**src/rtl/oam_dual_bank.sv**
```systemverilog
// Double-buffered sprite attribute store: narrow bus writes are assembled into whole
// entries and committed to the back bank; the renderer reads the front bank.
// Optional back-bank clear engine enabled by defining OAM_DUAL_BANK_CLEAR_EN.
module oam_dual_bank #(
  parameter int ENTRIES         = 64,
  parameter int WORD_W          = 16,
  parameter int WORDS_PER_ENTRY = 2,
  parameter logic [WORD_W*WORDS_PER_ENTRY-1:0] CLEAR_VALUE = '1,
  localparam int ENTRY_W = WORD_W * WORDS_PER_ENTRY,
  localparam int WA_W    = $clog2(ENTRIES * WORDS_PER_ENTRY),
  localparam int RA_W    = $clog2(ENTRIES)
) (
  input  logic               clk,
  input  logic               reset,
  input  logic               write_enable,
  input  logic [WA_W-1:0]    write_addr,
  input  logic [WORD_W-1:0]  write_data,
  output logic               write_error,
  input  logic               read_enable,
  input  logic [RA_W-1:0]    read_addr,
  output logic [ENTRY_W-1:0] read_data,
  output logic               read_valid,
  input  logic               swap,
  output logic               front_bank,
  input  logic               clear_start,
  output logic               busy
);

  localparam int SEQ_W = (WORDS_PER_ENTRY > 1) ? $clog2(WORDS_PER_ENTRY) : 1;
  localparam int BA_W  = RA_W + 1;

  // Physical row of entry idx in bank b; banks are stacked, not interleaved.
  function automatic logic [BA_W-1:0] phys(input logic b, input logic [RA_W-1:0] idx);
    return b ? (BA_W'(ENTRIES) + BA_W'(idx)) : BA_W'(idx);
  endfunction

  logic [ENTRY_W-1:0] mem [0:2*ENTRIES-1];

  logic [SEQ_W-1:0]   seq_idx, seq_n;
  logic [RA_W-1:0]    stage_entry, entry_n;
  logic [ENTRY_W-1:0] stage_data, stage_n, asm_data;
  logic               err_n, commit;

  logic [SEQ_W-1:0]   wr_k;
  logic [RA_W-1:0]    wr_e;
  logic               wr_oor, rd_oor;

  logic               clr_busy, clr_we, clr_go, swap_apply;
  logic [RA_W-1:0]    clr_cnt;

  logic               mem_we;
  logic [BA_W-1:0]    mem_waddr;
  logic [ENTRY_W-1:0] mem_wdata;

  assign wr_k   = SEQ_W'(write_addr % WORDS_PER_ENTRY);
  assign wr_e   = RA_W'(write_addr / WORDS_PER_ENTRY);
  assign wr_oor = {1'b0, write_addr} >= (WA_W+1)'(ENTRIES * WORDS_PER_ENTRY);
  assign rd_oor = {1'b0, read_addr}  >= (RA_W+1)'(ENTRIES);

`ifdef OAM_DUAL_BANK_CLEAR_EN
  typedef enum logic {IDLE, CLEAR} state_t;
  state_t          state, state_n;
  logic [RA_W-1:0] clr_cnt_n;
  logic            swap_pend, swap_pend_n;

  always_ff @(posedge clk or posedge reset) begin
    if (reset) begin
      state     <= IDLE;
      clr_cnt   <= '0;
      swap_pend <= 1'b0;
    end else begin
      state     <= state_n;
      clr_cnt   <= clr_cnt_n;
      swap_pend <= swap_pend_n;
    end
  end

  always_comb begin
    state_n     = state;
    clr_cnt_n   = clr_cnt;
    swap_pend_n = swap_pend;
    clr_we      = 1'b0;
    clr_go      = 1'b0;
    swap_apply  = swap;
    case (state)
      IDLE: begin
        if (clear_start) begin
          state_n   = CLEAR;
          clr_cnt_n = '0;
          clr_go    = 1'b1;
        end
      end
      CLEAR: begin
        clr_we     = 1'b1;
        swap_apply = 1'b0;
        if (swap) swap_pend_n = 1'b1;
        if (clr_cnt == RA_W'(ENTRIES - 1)) begin
          // A frame boundary seen during the clear lands on the edge busy drops.
          state_n     = IDLE;
          swap_apply  = swap_pend | swap;
          swap_pend_n = 1'b0;
        end else begin
          clr_cnt_n = clr_cnt + 1'b1;
        end
      end
      default: state_n = IDLE;
    endcase
  end

  assign clr_busy = (state == CLEAR);
`else
  logic unused_clear;
  assign unused_clear = clear_start;
  assign clr_busy     = 1'b0;
  assign clr_we       = 1'b0;
  assign clr_go       = 1'b0;
  assign clr_cnt      = '0;
  assign swap_apply   = swap;
`endif

  assign busy = clr_busy;

  // Staged slices with the incoming word dropped into slice k (word 0 in MSBs).
  always_comb begin
    asm_data = stage_data;
    asm_data[(WORDS_PER_ENTRY - 1 - int'(wr_k)) * WORD_W +: WORD_W] = write_data;
  end

  always_comb begin
    seq_n   = seq_idx;
    entry_n = stage_entry;
    stage_n = stage_data;
    err_n   = 1'b0;
    commit  = 1'b0;
    if (write_enable) begin
      if (clr_busy || wr_oor) begin
        err_n = 1'b1;
      end else if (wr_k == '0 || (wr_k == seq_idx && wr_e == stage_entry)) begin
        err_n   = (wr_k == '0) && (seq_idx != '0);
        stage_n = asm_data;
        entry_n = wr_e;
        if (wr_k == SEQ_W'(WORDS_PER_ENTRY - 1)) begin
          commit = 1'b1;
          seq_n  = '0;
        end else begin
          seq_n = wr_k + SEQ_W'(1);
        end
      end else begin
        err_n = 1'b1;
        seq_n = '0;
      end
    end
    if (clr_go) seq_n = '0;
  end

  always_ff @(posedge clk or posedge reset) begin
    if (reset) begin
      seq_idx     <= '0;
      stage_entry <= '0;
      stage_data  <= '0;
      write_error <= 1'b0;
      front_bank  <= 1'b0;
    end else begin
      seq_idx     <= seq_n;
      stage_entry <= entry_n;
      stage_data  <= stage_n;
      write_error <= err_n;
      if (swap_apply) front_bank <= ~front_bank;
    end
  end

  // Commits and clears both target the bank that is back before this edge.
  assign mem_we    = commit | clr_we;
  assign mem_waddr = clr_we ? phys(~front_bank, clr_cnt) : phys(~front_bank, wr_e);
  assign mem_wdata = clr_we ? CLEAR_VALUE : asm_data;

  always_ff @(posedge clk) begin
    if (mem_we) mem[mem_waddr] <= mem_wdata;
  end

  always_ff @(posedge clk or posedge reset) begin
    if (reset) begin
      read_data  <= '0;
      read_valid <= 1'b0;
    end else begin
      read_valid <= read_enable;
      if (read_enable)
        read_data <= rd_oor ? '0 : mem[phys(front_bank, read_addr)];
    end
  end

endmodule

```
**config.mk**
```make
export PLATFORM = sky130hd
export DESIGN_NAME = oam_dual_bank
export DESIGN_NICKNAME = d
export VERILOG_FILES = /design/src/rtl/oam_dual_bank.sv
export SDC_FILE = /design/constraint.sdc
export NUM_CORES = 2
export LEC_CHECK = 0
export CAP_MARGIN = 5
export CORE_MARGIN = 1.5
export CORE_UTILIZATION = 25
export CTS_BUF_LIST = sky130_fd_sc_hd__clkbuf_4 sky130_fd_sc_hd__clkbuf_8 sky130_fd_sc_hd__clkbuf_16
export DETAILED_ROUTE_END_ITERATION = 16
export SLEW_MARGIN = 20
export SYNTH_ARGS = -nofsm -noshare
export SYNTH_HDL_FRONTEND = slang
export SYNTH_SLANG_ARGS = --single-unit
```
**constraint.sdc**
```tcl
create_clock -name clk -period 4.8 [get_ports clk]
set_clock_uncertainty 0.1 [all_clocks]
set_input_delay 0.48 -clock clk [delete_from_list [all_inputs] [get_ports clk]]
set_output_delay 0.48 -clock clk [all_outputs]
set_load 0.01 [all_outputs]
```
==> flow_summary.ini <==
[finish]
flow.area_growth_from_synthesis_pct = 18.6
mostFrequentLayoutCells = 4,096 x sky130_fd_sc_hd__edfxtp_1, 723 x sky130_fd_sc_hd__mux4_2, 676 x sky130_fd_sc_hd__mux2i_1
drive_gt1_share_pct = 25.9
layout.nets = 8182
most_common_cell_after_layout_fill_and_taps_aside = sky130_fd_sc_hd__edfxtp_1

[floorplan]
floorplan.initialDensity_pct = 25.1
core_mm2 = 0.640
floorplan.die_area_mm2 = 0.647
die_h_um = 805
pin_count = 71
row_count = 294
die_w_um = 805

[timing]
tns_ns = 0
maxClockFrequency_mhz = 287
timing.final.crit_share_pct = 72.5
worst_pin_slew_ns = 1.19
report.final.setup_viol = 0
hold_viol = 0
slew_headroom_pct = 20.1
worst_slack_ns = 1.32
finalMaxSlewViolations = 0
fin_crit_ns = 3.48
grt_setup_unrepaired = false

[power]
worst_ir_drop_vdd_mv = 0.348
powerDensity_mw_per_mm2 = 432
power.static_leakage_uw = 0.0597

[critical_path]
timing.critical_path.cells = nand2b_1 -> and2_1 -> o21ai_0 -> o31ai_1 -> o32ai_1 -> a41o_1
arrival_ns = 4.24
critical_path.startpoint_type = register
crit_family = compound AO/OA/AOI/OAI gates
slowest_cell_delay_on_critical_path_ns = 0.76
worstPathMaxFanout = 13
path_class = reg -> reg
critical_path.slowest_cell = sky130_fd_sc_hd__dfrtp_1
critical_path_buf_inv_count = 0
cp.required_ns = 5.56
timing.critical_path.to_type = register
reg2reg_slack_ns = 1.32

[synthesis]
synth_edf_count = 4096
synth_ff_type = sky130_fd_sc_hd__edfxtp_1
synth_nets = 7617
synthesis.instances = 7582
synth_seq_area_share_pct = 77.7
synth_area_mm2 = 0.161
cell_type_with_the_largest_total_area_after_synthesis = sky130_fd_sc_hd__edfxtp_1
async_flop_share_pct = 1.77
synth_top_cells_by_area = sky130_fd_sc_hd__edfxtp_1 77%, sky130_fd_sc_hd__mux4_2 10%, sky130_fd_sc_hd__mux2i_1 4.2%, sky130_fd_sc_hd__dfrtp_1 1.2%, sky130_fd_sc_hd__o22ai_1 0.75%
ys_seq_elements = 4170
synthesis.area_per_instance_um2 = 21.2
yosys_warnings = 0
synth.top_cell.area_share_pct = 76.6
synthDistinctLibCells = 59

[drt]
post_drt_wl_per_cell_um = 25.4
drtAntennaViolNets = 0
vias = 79100
detail_route.first_pass.iterations = 5
vias_per_cell = 4.63
detailedRoute.firstIterationViolations = 8938
route.final.wire_length_um = 433000
post_detailed_route_drc_marker_count = 0

[min_path]
min_path_type = in -> reg

[global_route]
grt_max_degree = 130
grt_antenna_before_repair = 20
grt_first_pass_wirelength_um = 610000
first_global_vias = 79200
grt.total_usage_pct = 12.9
overflow = 0

[cts]
clockBufferDepth = 4
clk_pin_slew_ns = 0.06
tritoncts = built
cts_made_buffers = 412
clk-insertion-delay-late_ns = 0.98
clockRootBuffer = sky130_fd_sc_hd__clkbuf_16
clkSinkCount = 4170
postCtsSetupBuffers = 0
cts_htree_levels = 5

[place]
detailed_place_hpwl_um = 261000
numPortBuffers = 68
finalWeightedCongestion = 0.800
preCtsSetupSlack_ns = 0.611

[outcome]
run_status = completed

[run]
count_of_max_cap_constraint_violations = 0
==> where the power goes <==
part | leakage [µW] | switching (µW) | internal (µW)
sequential | 0.0377 | 430 | 41900
clock | 0.00678 | 13600 | 18700
combinational | 0.0152 | 5510 | 2090
total | 0.0597 | 19500 | 62700
==> cells by family (layout without fill, tap and decap cells) <==
| family | Yosys count | in the layout | share of synthesized area, % |
|---|---|---|---|
| buf+inv | 467 | 1377 | 1.80 |
| xor+xnor | 8 | 8 | 0.0436 |
| compound gates | 746 | 746 | 3.36 |
| mux | 1493 | 1493 | 15.0 |
| other cells | 1 | 17 | 0.00233 |
| simple gates | 697 | 697 | 2.05 |
| flops | 4170 | 4170 | 77.7 |
==> state kept, by name, indices dropped and copies added (netlist names) <==
name / cells
mem: 4096
read_data: 32
stage_data: 32
stage_entry: 6
front_bank: 1
read_valid: 1
seq_idx: 1
write_error: 1
==> metrics by stage <==
stage | util [%] | std cells | power [µW] | area, µm² | hold slack (ns)
2_1_floorplan | - | 7582 | 46300 | 161000 | 0.369
3_3_place_gp | 27.6 | 16300 | 50700 | 177000 | 0.387
3_5_place_dp | 27.6 | 16300 | 50900 | 177000 | 0.394
4_1_cts | 29.7 | 17100 | 82800 | 190000 | 0.0167
5_1_grt | 29.7 | 17100 | 84400 | 190000 | 0.105
6_report | 29.7 | 17100 | 82200 | 190000 | 0.0889
==> final timing paths <==
check,to,cells after the start,from
worst max-delay path,read_data[30],6,front_bank
worst min-delay path,seq_idx,2,write_enable
worst max register to register,read_data[30],6,front_bank
worst min register to register,stage_data[13],1,stage_data[13]
max in group asynchronous,stage_data[9],4,reset
min in group asynchronous,read_data[6],4,reset
==> what timing repair did <==
| action | in CTS | in global routing |
|---|---|---|
| gates resized for setup | 0 | 0 |
| endpoints found under the hold margin | 78 | 0 |
| hold buffers | 3 | 0 |
==> final cells by class <==
cell class                      count  area (µm²)
Fill cell                       61700      450000
Sequential cell                  4170      125000
Multi-Input combinational cell   2945       34100
Clock buffer                      532       11500
Tap cell                         8584       10700
Timing Repair Buffer              598        7170
Clock inverter                    227        2050
Inverter                           20        81.3
Antenna cell                       16        40.0
==> routing by layer <==
layer | up-vias | wire, µm | GRT usage (%)
li1 | 33000 | - | -
met1 | 42800 | 177000 | 17.2
met2 | 2853 | 212000 | 21.8
met3 | 535 | 28800 | 1.82
met4 | 0 | 15100 | 4.33
met5 | - | 0 | 0
==> synthesized netlist by cell type, types with 60 or more instances <==
library cell / instances
sky130_fd_sc_hd__mux4_2: 723
sky130_fd_sc_hd__a21oi_1: 61
sky130_fd_sc_hd__o22ai_1: 192
sky130_fd_sc_hd__clkbuf_1: 141
sky130_fd_sc_hd__nand3_1: 82
sky130_fd_sc_hd__edfxtp_1: 4096
sky130_fd_sc_hd__mux2_2: 94
sky130_fd_sc_hd__dfrtp_1: 74
sky130_fd_sc_hd__buf_2: 113
sky130_fd_sc_hd__mux2i_1: 676
sky130_fd_sc_hd__nand2_1: 137
sky130_fd_sc_hd__o221ai_1: 77
sky130_fd_sc_hd__nor2_1: 213
sky130_fd_sc_hd__buf_4: 94
sky130_fd_sc_hd__a211oi_1: 60
sky130_fd_sc_hd__buf_6: 68
sky130_fd_sc_hd__a22oi_1: 145
sky130_fd_sc_hd__nor3_1: 95
No activity file was read; power rests on OpenSTA's default activity.
